[config.mk]
export PLATFORM = sky130hd
export DESIGN_NAME = sc_level_sequencer
export DESIGN_NICKNAME = d
export VERILOG_FILES = /design/src/rtl/sc_level_sequencer.sv
export SDC_FILE = /design/constraint.sdc
export NUM_CORES = 1
export LEC_CHECK = 0
export ABC_AREA = 1
export CORE_MARGIN = 5
export CORE_UTILIZATION = 45
export DETAILED_ROUTE_END_ITERATION = 7
export GPL_ROUTABILITY_DRIVEN = 0
export PLACE_DENSITY = 0.75
export SLEW_MARGIN = 20
export SYNTH_ARGS = -nofsm -noshare
export SYNTH_HDL_FRONTEND = slang
export SYNTH_SLANG_ARGS = --single-unit
[constraint.sdc]
create_clock -name SC_LEVELSEQUENCER_CLOCK_50 -period 4 [get_ports SC_LEVELSEQUENCER_CLOCK_50]
set_clock_uncertainty 0.05 [all_clocks]
set_input_delay 0.6 -clock SC_LEVELSEQUENCER_CLOCK_50 [delete_from_list [all_inputs] [get_ports SC_LEVELSEQUENCER_CLOCK_50]]
set_output_delay 0.6 -clock SC_LEVELSEQUENCER_CLOCK_50 [all_outputs]
set_load 0.05 [all_outputs]
[src/rtl/sc_level_sequencer.sv]
// sc_level_sequencer
//   Game-flow controller for Frogger. It drives the external progress counter
//   (clear / run enable / active-low count strobe), watches the counter value
//   against the crossing goal, and keeps track of the level number and the
//   remaining lives. WIN and GAME OVER are flagged for the display logic.
//
// Ports
//   SC_LEVELSEQUENCER_CLOCK_50      system clock
//   SC_LEVELSEQUENCER_RESET_InHigh  synchronous reset, active high
//   start_in        start button pulse
//   step_in         frog advanced one row (pulse)
//   collision_in    frog hit / drowned (pulse)
//   tick_in         frame tick (pulse), paces the banner pause
//   progress_in     current progress counter value
//   cnt_count_n_out counter count strobe, active low
//   cnt_clear_out   counter synchronous clear
//   cnt_enable_out  counter run enable
//   level_out       current level, 0-based
//   lives_out       remaining lives
//   state_out       FSM state code for the display mux
//   win_out         high while in WIN
//   gameover_out    high while in GAMEOVER
//
// Every output comes straight from a flop, so a decision taken in one cycle
// shows up on the outputs in the next.

module sc_level_sequencer #(
  parameter int PROGRESS_WIDTH = 5,
  parameter int PROGRESS_GOAL  = 12,
  parameter int LEVEL_WIDTH    = 3,
  parameter int MAX_LEVEL      = 4,
  parameter int LIVES_INIT     = 3,
  parameter int BANNER_TICKS   = 8
) (
  input  logic                      SC_LEVELSEQUENCER_CLOCK_50,
  input  logic                      SC_LEVELSEQUENCER_RESET_InHigh,
  input  logic                      start_in,
  input  logic                      step_in,
  input  logic                      collision_in,
  input  logic                      tick_in,
  input  logic [PROGRESS_WIDTH-1:0] progress_in,
  output logic                      cnt_count_n_out,
  output logic                      cnt_clear_out,
  output logic                      cnt_enable_out,
  output logic [LEVEL_WIDTH-1:0]    level_out,
  output logic [1:0]                lives_out,
  output logic [2:0]                state_out,
  output logic                      win_out,
  output logic                      gameover_out
);

  localparam int BANNER_WIDTH = $clog2(BANNER_TICKS + 1);

  localparam logic [PROGRESS_WIDTH-1:0] GOAL       = PROGRESS_WIDTH'(PROGRESS_GOAL);
  localparam logic [LEVEL_WIDTH-1:0]    LAST_LEVEL = LEVEL_WIDTH'(MAX_LEVEL - 1);
  localparam logic [1:0]                LIVES_LOAD = 2'(LIVES_INIT);
  localparam logic [BANNER_WIDTH-1:0]   LAST_TICK  = BANNER_WIDTH'(BANNER_TICKS - 1);

  typedef enum logic [2:0] {
    IDLE     = 3'd0,
    LOAD     = 3'd1,
    PLAY     = 3'd2,
    HIT      = 3'd3,
    BANNER   = 3'd4,
    LEVELUP  = 3'd5,
    WIN      = 3'd6,
    GAMEOVER = 3'd7
  } seqState_t;

  seqState_t                state_q, state_d;
  logic [LEVEL_WIDTH-1:0]   level_q, level_d;
  logic [1:0]               lives_q, lives_d;
  logic [BANNER_WIDTH-1:0]  bannerCnt_q, bannerCnt_d;
  logic                     countN_q, countN_d;
  logic                     clear_q, clear_d;
  logic                     enable_q, enable_d;
  logic                     win_q, win_d;
  logic                     gameover_q, gameover_d;

  // Next-state logic for the game flow, plus the level / lives / banner
  // bookkeeping that rides along with each transition. Level and lives are
  // loaded on the way into LOAD so the fresh values are already on display
  // during LOAD. In PLAY a collision beats a reached goal, and a reached goal
  // beats a step, so the strobe is never raised on the cycle that ends play.
  always_comb begin
    state_d     = state_q;
    level_d     = level_q;
    lives_d     = lives_q;
    bannerCnt_d = bannerCnt_q;
    countN_d    = 1'b1;

    case (state_q)
      IDLE, WIN, GAMEOVER: begin
        if (start_in) begin
          state_d = LOAD;
          level_d = '0;
          lives_d = LIVES_LOAD;
        end
      end

      LOAD: begin
        state_d = PLAY;
      end

      PLAY: begin
        if (collision_in) begin
          state_d = HIT;
        end else if (progress_in >= GOAL) begin
          state_d = LEVELUP;
        end else if (step_in) begin
          countN_d = 1'b0;
        end
      end

      HIT: begin
        if (lives_q <= 2'd1) begin
          lives_d = 2'd0;
          state_d = GAMEOVER;
        end else begin
          lives_d = lives_q - 2'd1;
          state_d = BANNER;
        end
      end

      LEVELUP: begin
        if (level_q >= LAST_LEVEL) begin
          state_d = WIN;
        end else begin
          level_d = level_q + LEVEL_WIDTH'(1);
          state_d = BANNER;
        end
      end

      BANNER: begin
        if (tick_in) begin
          if (bannerCnt_q >= LAST_TICK) begin
            bannerCnt_d = '0;
            state_d     = PLAY;
          end else begin
            bannerCnt_d = bannerCnt_q + BANNER_WIDTH'(1);
          end
        end
      end

      default: begin
        state_d = IDLE;
      end
    endcase
  end

  // Counter controls and status flags are decoded from the state we are about
  // to enter, then registered, so they line up with state_out cycle for cycle.
  // The counter is only released from clear while actually playing.
  always_comb begin
    clear_d    = 1'b1;
    enable_d   = 1'b0;
    win_d      = (state_d == WIN);
    gameover_d = (state_d == GAMEOVER);

    case (state_d)
      PLAY: begin
        clear_d  = 1'b0;
        enable_d = 1'b1;
      end
      BANNER: begin
        enable_d = 1'b1;
      end
      default: begin
      end
    endcase
  end

  // State and output registers. Reset lands everything in IDLE and drops any
  // count strobe that would otherwise have gone out on the next cycle.
  always_ff @(posedge SC_LEVELSEQUENCER_CLOCK_50) begin
    if (SC_LEVELSEQUENCER_RESET_InHigh) begin
      state_q     <= IDLE;
      level_q     <= '0;
      lives_q     <= 2'd0;
      bannerCnt_q <= '0;
      countN_q    <= 1'b1;
      clear_q     <= 1'b1;
      enable_q    <= 1'b0;
      win_q       <= 1'b0;
      gameover_q  <= 1'b0;
    end else begin
      state_q     <= state_d;
      level_q     <= level_d;
      lives_q     <= lives_d;
      bannerCnt_q <= bannerCnt_d;
      countN_q    <= countN_d;
      clear_q     <= clear_d;
      enable_q    <= enable_d;
      win_q       <= win_d;
      gameover_q  <= gameover_d;
    end
  end

  assign cnt_count_n_out = countN_q;
  assign cnt_clear_out   = clear_q;
  assign cnt_enable_out  = enable_q;
  assign level_out       = level_q;
  assign lives_out       = lives_q;
  assign state_out       = state_q;
  assign win_out         = win_q;
  assign gameover_out    = gameover_q;

endmodule
## After elaboration in Yosys (flattened, before gate mapping)

Index checks and enable logic that the tools add are counted.

- Output and inout bits: 13
- Input port bits: 11
- Register bits: 17
- Logic and storage cells: 57

- Eq/ne operators: 13
- Bitwise operators: 1
- Muxes and demuxes: 18
- Reduce and logical (&&, ||, !) cells: 9
- Add/sub/neg operators: 3
- $lt $le $gt $ge: 4

Operators with widths:

| operator | number |
|---|---|
| $eq 3x3->1 const B | 7 |
| $mux 3 | 7 |
| $pmux 3 s6 | 1 |
| $eq 3x2->1 const B | 3 |
| $mux 2 | 4 |
| $pmux 3 s2 | 1 |
| $ge 5x4->1 const B | 1 |
| $add 4x1->4 const B | 1 |
| $ge 4x3->1 const B | 1 |
| $mux 4 | 1 |
| $ne 2x2->1 const B | 2 |
| $pmux 2 s2 | 1 |
| $reduce_and 2->1 | 2 |
| $reduce_bool 2->1 | 2 |
| $reduce_or 4->1 | 1 |
| $add 3x1->3 const B | 1 |
| $eq 3x1->1 const B | 1 |
| $ge 3x2->1 const B | 1 |
| $logic_not 3->1 | 1 |
| $mux 1 | 3 |
| $reduce_and 3->1 | 1 |
| $reduce_or 3->1 | 1 |
| $le 2x1->1 const B | 1 |
| $reduce_or 2->1 | 1 |
| 2 further kinds | 2 |

## Longest topological paths before layout

Gate-level depths: netlist of the first run.

- Depth in word-level cells: 7
- Depth in mapped cells: 11
- Depth with buffers taken out: 11

## Least setup slack after synthesis of the first run

Ideal clock, no wire load.

- Path type: register -> register
- Start point: register level_q[2], in the netlist level_out[2]
- End point: register enable_q, in the netlist cnt_enable_out
- Cell stages (with the launch flop): 11
- Path slack: 2.246 ns
- Data required time: 3.838 ns
- Path buffers: 0
- Data arrival time: 1.593 ns
- Library setup time: 0.112 ns
- Clock period less this slack: 1.754 ns
- Cell sequence: dfxtp_1 inv_1 ha_1 nor2_1 nand2_1 o21ai_0 nand3_2 nand2_2 nor2_4 nand2_2 nand2_2

- Word-level cells in the longest chain between the ends: 6
- Elaborated cells between the ends (all ways): 7
- Classes of those cells: 1 x order compare; 2 x eq/ne; 3 x mux; 1 x reduce/logical

RTL lines:

| item | RTL line | source |
|---|---|---|
| from (decl) | 71 | `logic [LEVEL_WIDTH-1:0] level_q, level_d;` |
| from (signal assigned) | 188 | `level_q <= level_d;` |
| $ge 3x2->1 (*) | 126 | `if (level_q >= LAST_LEVEL) begin` |
| $mux 2 (*) | 126 |  |
| $pmux 3 s6 (*) | 92 | `case (state_q)` |
| $eq 3x3->1 / $eq 3x2->1 (equally long branches) | 160 | `case (state_d)` |
| $reduce_or 2->1 (no line) (*) | n/a |  |
| $mux 1 (*) | 160 |  |
| to (signal assigned) | 193 | `enable_q <= enable_d;` |
| to (decl) | 76 | `logic enable_q, enable_d;` |

Every way passes the cells marked *; elsewhere a longest branch is shown, timed or not.
A chain may end at the register's enable or synchronous reset.

## Worst setup path in the final report of the first run

- Start point: register state_q[1], in the netlist state_out[1]
- End point: output port state_out[1]

RTL lines:

| item | RTL line | source |
|---|---|---|
| from (decl) | 70 | `seqState_t state_q, state_d;` |
| from (signal assigned) | 187 | `state_q <= state_d;` |
| to (decl) | 47 | `output logic [2:0] state_out,` |

No word-level cell between the ends.

==> summary.txt, run 1 <==
Post-route DRC = 0
Pwr dens = 772 nW/um^2
Drt via density = 4.72
Area growth syn-to-layout = 30.9%
Final Critical Period = 2.30 ns
Startpoint Class = register
H-tree depth = 1
Required @ worst endpoint = 3.35 ns
Syn Area/Cell = 7.33 sq um
Final hold violations = 0
Setup Crit Path Kind = register to output pin
Period utilization = 57.4%
Number of nets in the layout = 160
Root buf cell = clkbuf_4
Initial antenna violation count = 0
# rows = 16
Post-synthesis cell count = 120
Drt pass-1 iters = 4
Total gr overflow = 0
Share of cells above drive strength 1 = 17.2%
Worst-Skew Late Latency = 0.29 ns
Unique masters post-synth = 22
Final setup fails = 0
Biggest cell delay along the critical path = 0.86 ns
MaxCap Viol Count = 0
CP delay by family, top = buffers and inverters
RSZ-0062 raised after global routing = false
Outcome = finished clean
Fin Setup TNS = 0 ns
Global-route wire length before repair = 3.04 mm
Die W = 54.2 microns
Die area = 2940 sq um
Via count = 811
CTS hold repair buffers = 0
Routed length per instance = 10.2 microns
Worst path slowest cell = clkdlybuf4s50_1
Largest fanout on the critical path = 7
Synth Net Count = 134
# IOs = 24
Hold WS = 0.426 ns
Slew at the pin closest to its max-slew limit = 0.506 ns
CTS resizes = 0
Critical Path Sink Type = output pin
WP buf/inv = 1
Fmax = 435 MHz
Clk sinks = 17
Antenna viol nets, final = 0
Synth Warn # = 0
Mapped Area = 880 sq um
# diodes = 0
Die height = 54.2 microns
CTS max path bufs = 2
Post-DP HPWL = 1.41 mm
Seq cells post-synth = 17
Core area = 1900 sq um
Lkg Pwr = 0.514 nW
Num CTS Buffers = 3
Fillcell total = 166
GRT Total Usage = 14.1%
Postcts setup bufs = 0
CTS tree = yes
Largest net degree at the start of global routing = 11
CP cell instances = clkdlybuf4s50_1
Drt total wl = 1.75 mm
Final core utilization = 60.5%
Clock-pin slew on the worst setup and hold paths = 0.10 ns
Initial DRC count = 13
VDD IR-drop max = 0.352 mV
Number of port buffers = 21
Slew Limit Fails = 0
Seq/Total Area, Yosys = 38.7%
Hold crit path type = register to register
Slew HR = 66.1%
Number of global-route vias before repair = 759
CP Data Arrival Time = 1.65 ns
Starting Density = 46.3%
## power breakdown
part | internal [W] | leakage (nW) | switching [W] | total [W]
clock | 0.0000371 | 0.0177 | 0.0000532 | 0.0000903
combinational | 0.000178 | 0.357 | 0.000359 | 0.000537
sequential | 0.000213 | 0.139 | 0.0000477 | 0.000261
total | 0.000428 | 0.514 | 0.000460 | 0.000889
## layout make-up
class / instances / area (sq um) / share of cell area [%]
multi-input combinational: 84 / 468 / 40.7
sequential: 17 / 340 / 29.6
timing repair buffer: 21 / 210 / 18.3
clock inverter: 1 / 5.00 / 0.435
clock buffer: 3 / 22.5 / 1.96
tap: 27 / 33.8 / 2.93
inverter: 19 / 71.3 / 6.20
## worst min-delay path: stages, from the launching register on
cell	delay [ns]
dfxtp_1	0.34
inv_1	0.06
a21oi_1	0.05
## cell usage after synthesis
| library cell | n | share of area, % |
|---|---|---|
| xor2_1 | 1 | 1.0 |
| dfxtp_1 | 17 | 39 |
| a21oi_1 | 5 | 2.8 |
| a211oi_1 | 2 | 1.7 |
| nor2_2 | 6 | 4.3 |
| nand3_2 | 2 | 2.3 |
| inv_1 | 16 | 6.8 |
| nand2_2 | 5 | 3.6 |
| a31oi_1 | 1 | 0.71 |
| nand2_4 | 1 | 1.3 |
| o21ai_0 | 5 | 2.8 |
| ha_1 | 3 | 4.3 |
| inv_2 | 3 | 1.3 |
| nor4_1 | 1 | 0.71 |
| nand3_1 | 7 | 4.0 |
| nand2_1 | 22 | 9.4 |
| nand4_2 | 1 | 1.4 |
| o21a_1 | 1 | 0.85 |
| nor3b_2 | 1 | 1.4 |
| o21ai_1 | 3 | 1.7 |
| nor2_1 | 15 | 6.4 |
| nor2_4 | 2 | 2.6 |
## per-layer routing
metal	GRT usage [%]	vias up	wire, microns
li1	-	432	-
met1	17.9	358	794
met2	23.1	19	837
met3	2.45	2	103
met4	6.22	0	17
met5	0	-	0
## final timing paths
path	from	end	slack (ns)	depth (start not counted)
min	bannerCnt_q[2]	bannerCnt_q[2]	0.43	2
min reg2reg	bannerCnt_q[2]	bannerCnt_q[2]	0.43	2
max reg2reg	level_out[0]	cnt_enable_out	2.40	10
max	state_out[1]	state_out[1]	1.70	1
## cells in the final DEF, fill, tap and decap left out, types with 3 or more instances in the layout
cell	netlist	layout
a21oi_1	5	5
clkbuf_4	0	3
clkdlybuf4s50_1	0	21
dfxtp_1	17	17
ha_1	3	3
inv_1	16	16
inv_2	3	3
nand2_1	22	22
nand2_2	5	5
nand3_1	7	7
nor2_1	15	15
nor2_2	6	6
o21ai_0	5	5
o21ai_1	3	3
## through the flow
stage | cell area [sq um] | cells | power, W | worst slack, ns
floorplan | 880 | 120 | 0.000666 | 2.25
global placement | 1120 | 168 | 0.000796 | 1.98
detailed placement | 1120 | 168 | 0.000806 | 1.96
CTS | 1150 | 172 | 0.000898 | 1.69
global route | 1150 | 172 | 0.000974 | 1.63
finish | 1150 | 172 | 0.000889 | 1.70
## registers in the layout, indices dropped and copies added (netlist names)
name             cells
level_out            3
state_out            3
gameover_out         1
lives_out            2
bannerCnt_q          4
win_out              1
cnt_clear_out        1
cnt_count_n_out      1
cnt_enable_out       1
## logic make-up after synthesis
kind of cell / count (synthesis) / synth area share [%]
fa+ha+maj: 3 / 4.27
simple gates: 63 / 37.3
xor+xnor: 1 / 0.996
compound gates: 17 / 10.7
flops: 17 / 38.7
buf+inv: 19 / 8.11
(Power assumes the default switching activity.)
==> inputs of run 2 (changes only) <==
CORE_UTILIZATION = 42   (was 45)
PLACE_DENSITY = 0.74   (was 0.75)
clock period = 2.1 ns   (was 4 ns; I/O delays follow)
==> run 2 against run 1 <==
Design area up 1.3%. Non-clock buffer count up 2. Cell count up 1.2%. Sequential cell count unchanged. Via count up 2.6%. Register-to-register slack worse by 1.9 ns. First-iteration DRC count up 23%. Worst hold slack worse by 0.0042 ns. Routed wire length down 0.80%. Global-route usage down 1.3 points.
==> summary.txt, run 2 (synthesized netlist as in run 1, its figures left out) <==
# rows = 16 (unchanged)
Final Critical Period = 2.02 ns
Drt pass-1 iters = 4 (unchanged)
Fmax = 495 MHz
Drt total wl = 1.74 mm (-0.80%)
CP cell instances = clkdlybuf4s50_1
Die area = 3110 sq um (+5.8%)
Net Sw Frac = 51.4% (-0.42 points)
H-tree depth = 1 (unchanged)
Met1 GRT Util = 14.3% (-3.6 points)
CP Data Arrival Time = 1.66 ns (about the same)
Core area = 1980 sq um (+4.2%)
Num CTS Buffers = 3 (unchanged)
CTS max path bufs = 2 (unchanged)
Clock share of power = 10.0% (-0.2 points)
Required @ worst endpoint = 1.74 ns (-1.61 ns)
MaxCap Viol Count = 0 (unchanged)
Gate power share = 61.9% (+1.4 points)
Post-route DRC = 0 (unchanged)
Die W = 55.8 microns (+2.9%)
Drt via density = 4.78 (+1.4%)
Largest Register = bannerCnt_q
Hold crit path type = register to register
Outcome = finished clean
Postcts setup bufs = 0 (unchanged)
Routed length per instance = 9.99 microns (-1.9%)
CP delay by family, top = buffers and inverters
Slew HR = 66.1% (about the same)
Clk sinks = 17 (unchanged)
# diodes = 0 (unchanged)
Period utilization = 96.2%
Antenna viol nets, final = 0 (unchanged)
Switching power = 0.000877 W (+90%)
Via count = 832 (+2.6%)
# IOs = 24 (unchanged)
Post-DP HPWL = 1.41 mm (-0.21%)
Initial antenna violation count = 0 (unchanged)
Reg power frac = 28.2% (-1.2 points)
Largest net degree at the start of global routing = 11 (unchanged)
Final setup fails = 0 (unchanged)
Largest register FFs = 4 (unchanged)
Cell area after layout = 1170 sq um (+1.3%)
M2 GR Usage = 20.6% (-2.5 points)
Global-route wire length before repair = 3.20 mm (+5.2%)
Fin Setup TNS = 0 ns (unchanged)
Number of nets in the layout = 162 (+1.3%)
Area growth syn-to-layout = 32.6%
Largest fanout on the critical path = 8 (+1)
Worst-Skew Late Latency = 0.29 ns (about the same)
Setup Crit Path Kind = register to output pin
Number of global-route vias before repair = 805 (+6.1%)
GR peak layer = met2
Commonest non-fill, non-tap cell in the layout = nand2_1
Cell Int Power = 0.000830 W (+94%)
GRT Total Usage = 12.7% (-1.3 points)
RSZ-0062 raised after global routing = false
Critical Path Sink Type = output pin
Final hold violations = 0 (unchanged)
Root buf cell = clkbuf_4
Total gr overflow = 0 (unchanged)
CTS resizes = 0 (unchanged)
Biggest cell delay along the critical path = 0.86 ns (about the same)
Lkg Pwr = 0.524 nW (+2.0%)
GR Layer Usage met3 = 5.34% (+2.9 points)
Slew Limit Fails = 0 (unchanged)
Startpoint Class = register
Fillcell total = 177 (+6.6%)
Starting Density = 44.4% (-1.9 points)
Clock-pin slew on the worst setup and hold paths = 0.10 ns (about the same)
DP Area = 1140 sq um (+1.3%)
Commonest cells after routing, fill and taps aside = 22 x nand2_1, 21 x clkdlybuf4s50_1, 17 x dfxtp_1
CTS tree = yes
Worst path slowest cell = clkdlybuf4s50_1
Pwr dens = 1460 nW/um^2 (+90%)
Share of cells above drive strength 1 = 18.4% (+1.1 points)
Slew at the pin closest to its max-slew limit = 0.507 ns (+0.000384 ns)
CTS hold repair buffers = 0 (unchanged)
Die height = 55.8 microns (+2.9%)
Initial DRC count = 16 (+3)
WP buf/inv = 1 (unchanged)
VDD IR-drop max = 0.789 mV (+120%)
Number of port buffers = 21 (unchanged)
## run 2: changes by cell type in the layout (fill, tap and decap cells not counted)
cell | previous run | this run
buf_4 | 0 | 2
## run 2: layout make-up
| cell class | count | area, sq um | share of cell area (%) |
|---|---|---|---|
| multi-input cells | 84 | 468 | 40.1 |
| flip-flops and latches | 17 | 340 | 29.2 |
| repair buffers | 23 | 225 | 19.3 |
| inverters | 19 | 71.3 | 6.12 |
| well taps | 27 | 33.8 | 2.90 |
| clock buffers | 3 | 22.5 | 1.93 |
| clock inverters | 1 | 5.00 | 0.429 |
## run 2: path summary, 6_finish.rpt
check,startpoint,endpoint,slack [ns],cells after the start
max,state_out[0],state_out[0],0.08,1
min,bannerCnt_q[3],bannerCnt_q[3],0.42,2
max reg2reg,level_out[0],cnt_enable_out,0.49,10
min reg2reg,bannerCnt_q[3],bannerCnt_q[3],0.42,2
## run 2: power groups by stage
stage / sequential (W) / clock [W] / combinational (W)
2_1_floorplan: 0.000752 / 0 / 0.000517
3_3_place_gp: 0.000484 / 0 / 0.00104
3_5_place_dp: 0.000488 / 0 / 0.00106
4_1_cts: 0.000480 / 0.000183 / 0.00106
5_1_grt: 0.000497 / 0.000194 / 0.00116
6_report: 0.000481 / 0.000170 / 0.00106
## run 2: per-stage QoR
| stage | hold WS, ns | cells | setup WS, ns | power, W | util, % |
|---|---|---|---|---|---|
| after floorplan | 0.334 | 120 | 0.346 | 0.00127 | - |
| after global placement | 0.410 | 170 | 0.370 | 0.00153 | 57.4 |
| after detailed placement | 0.414 | 170 | 0.345 | 0.00155 | 57.4 |
| after CTS | 0.430 | 174 | 0.0649 | 0.00173 | 58.8 |
| after global routing | 0.462 | 174 | 0.00705 | 0.00186 | 58.8 |
| final | 0.422 | 174 | 0.0799 | 0.00171 | 58.8 |
## run 2: metal layers
layer  routed length (microns)  part of all wire (%)
met1                       781                    45
met2                       804                    46
met5                         0                     0
met3                       130                   7.5
met4                        22                   1.3
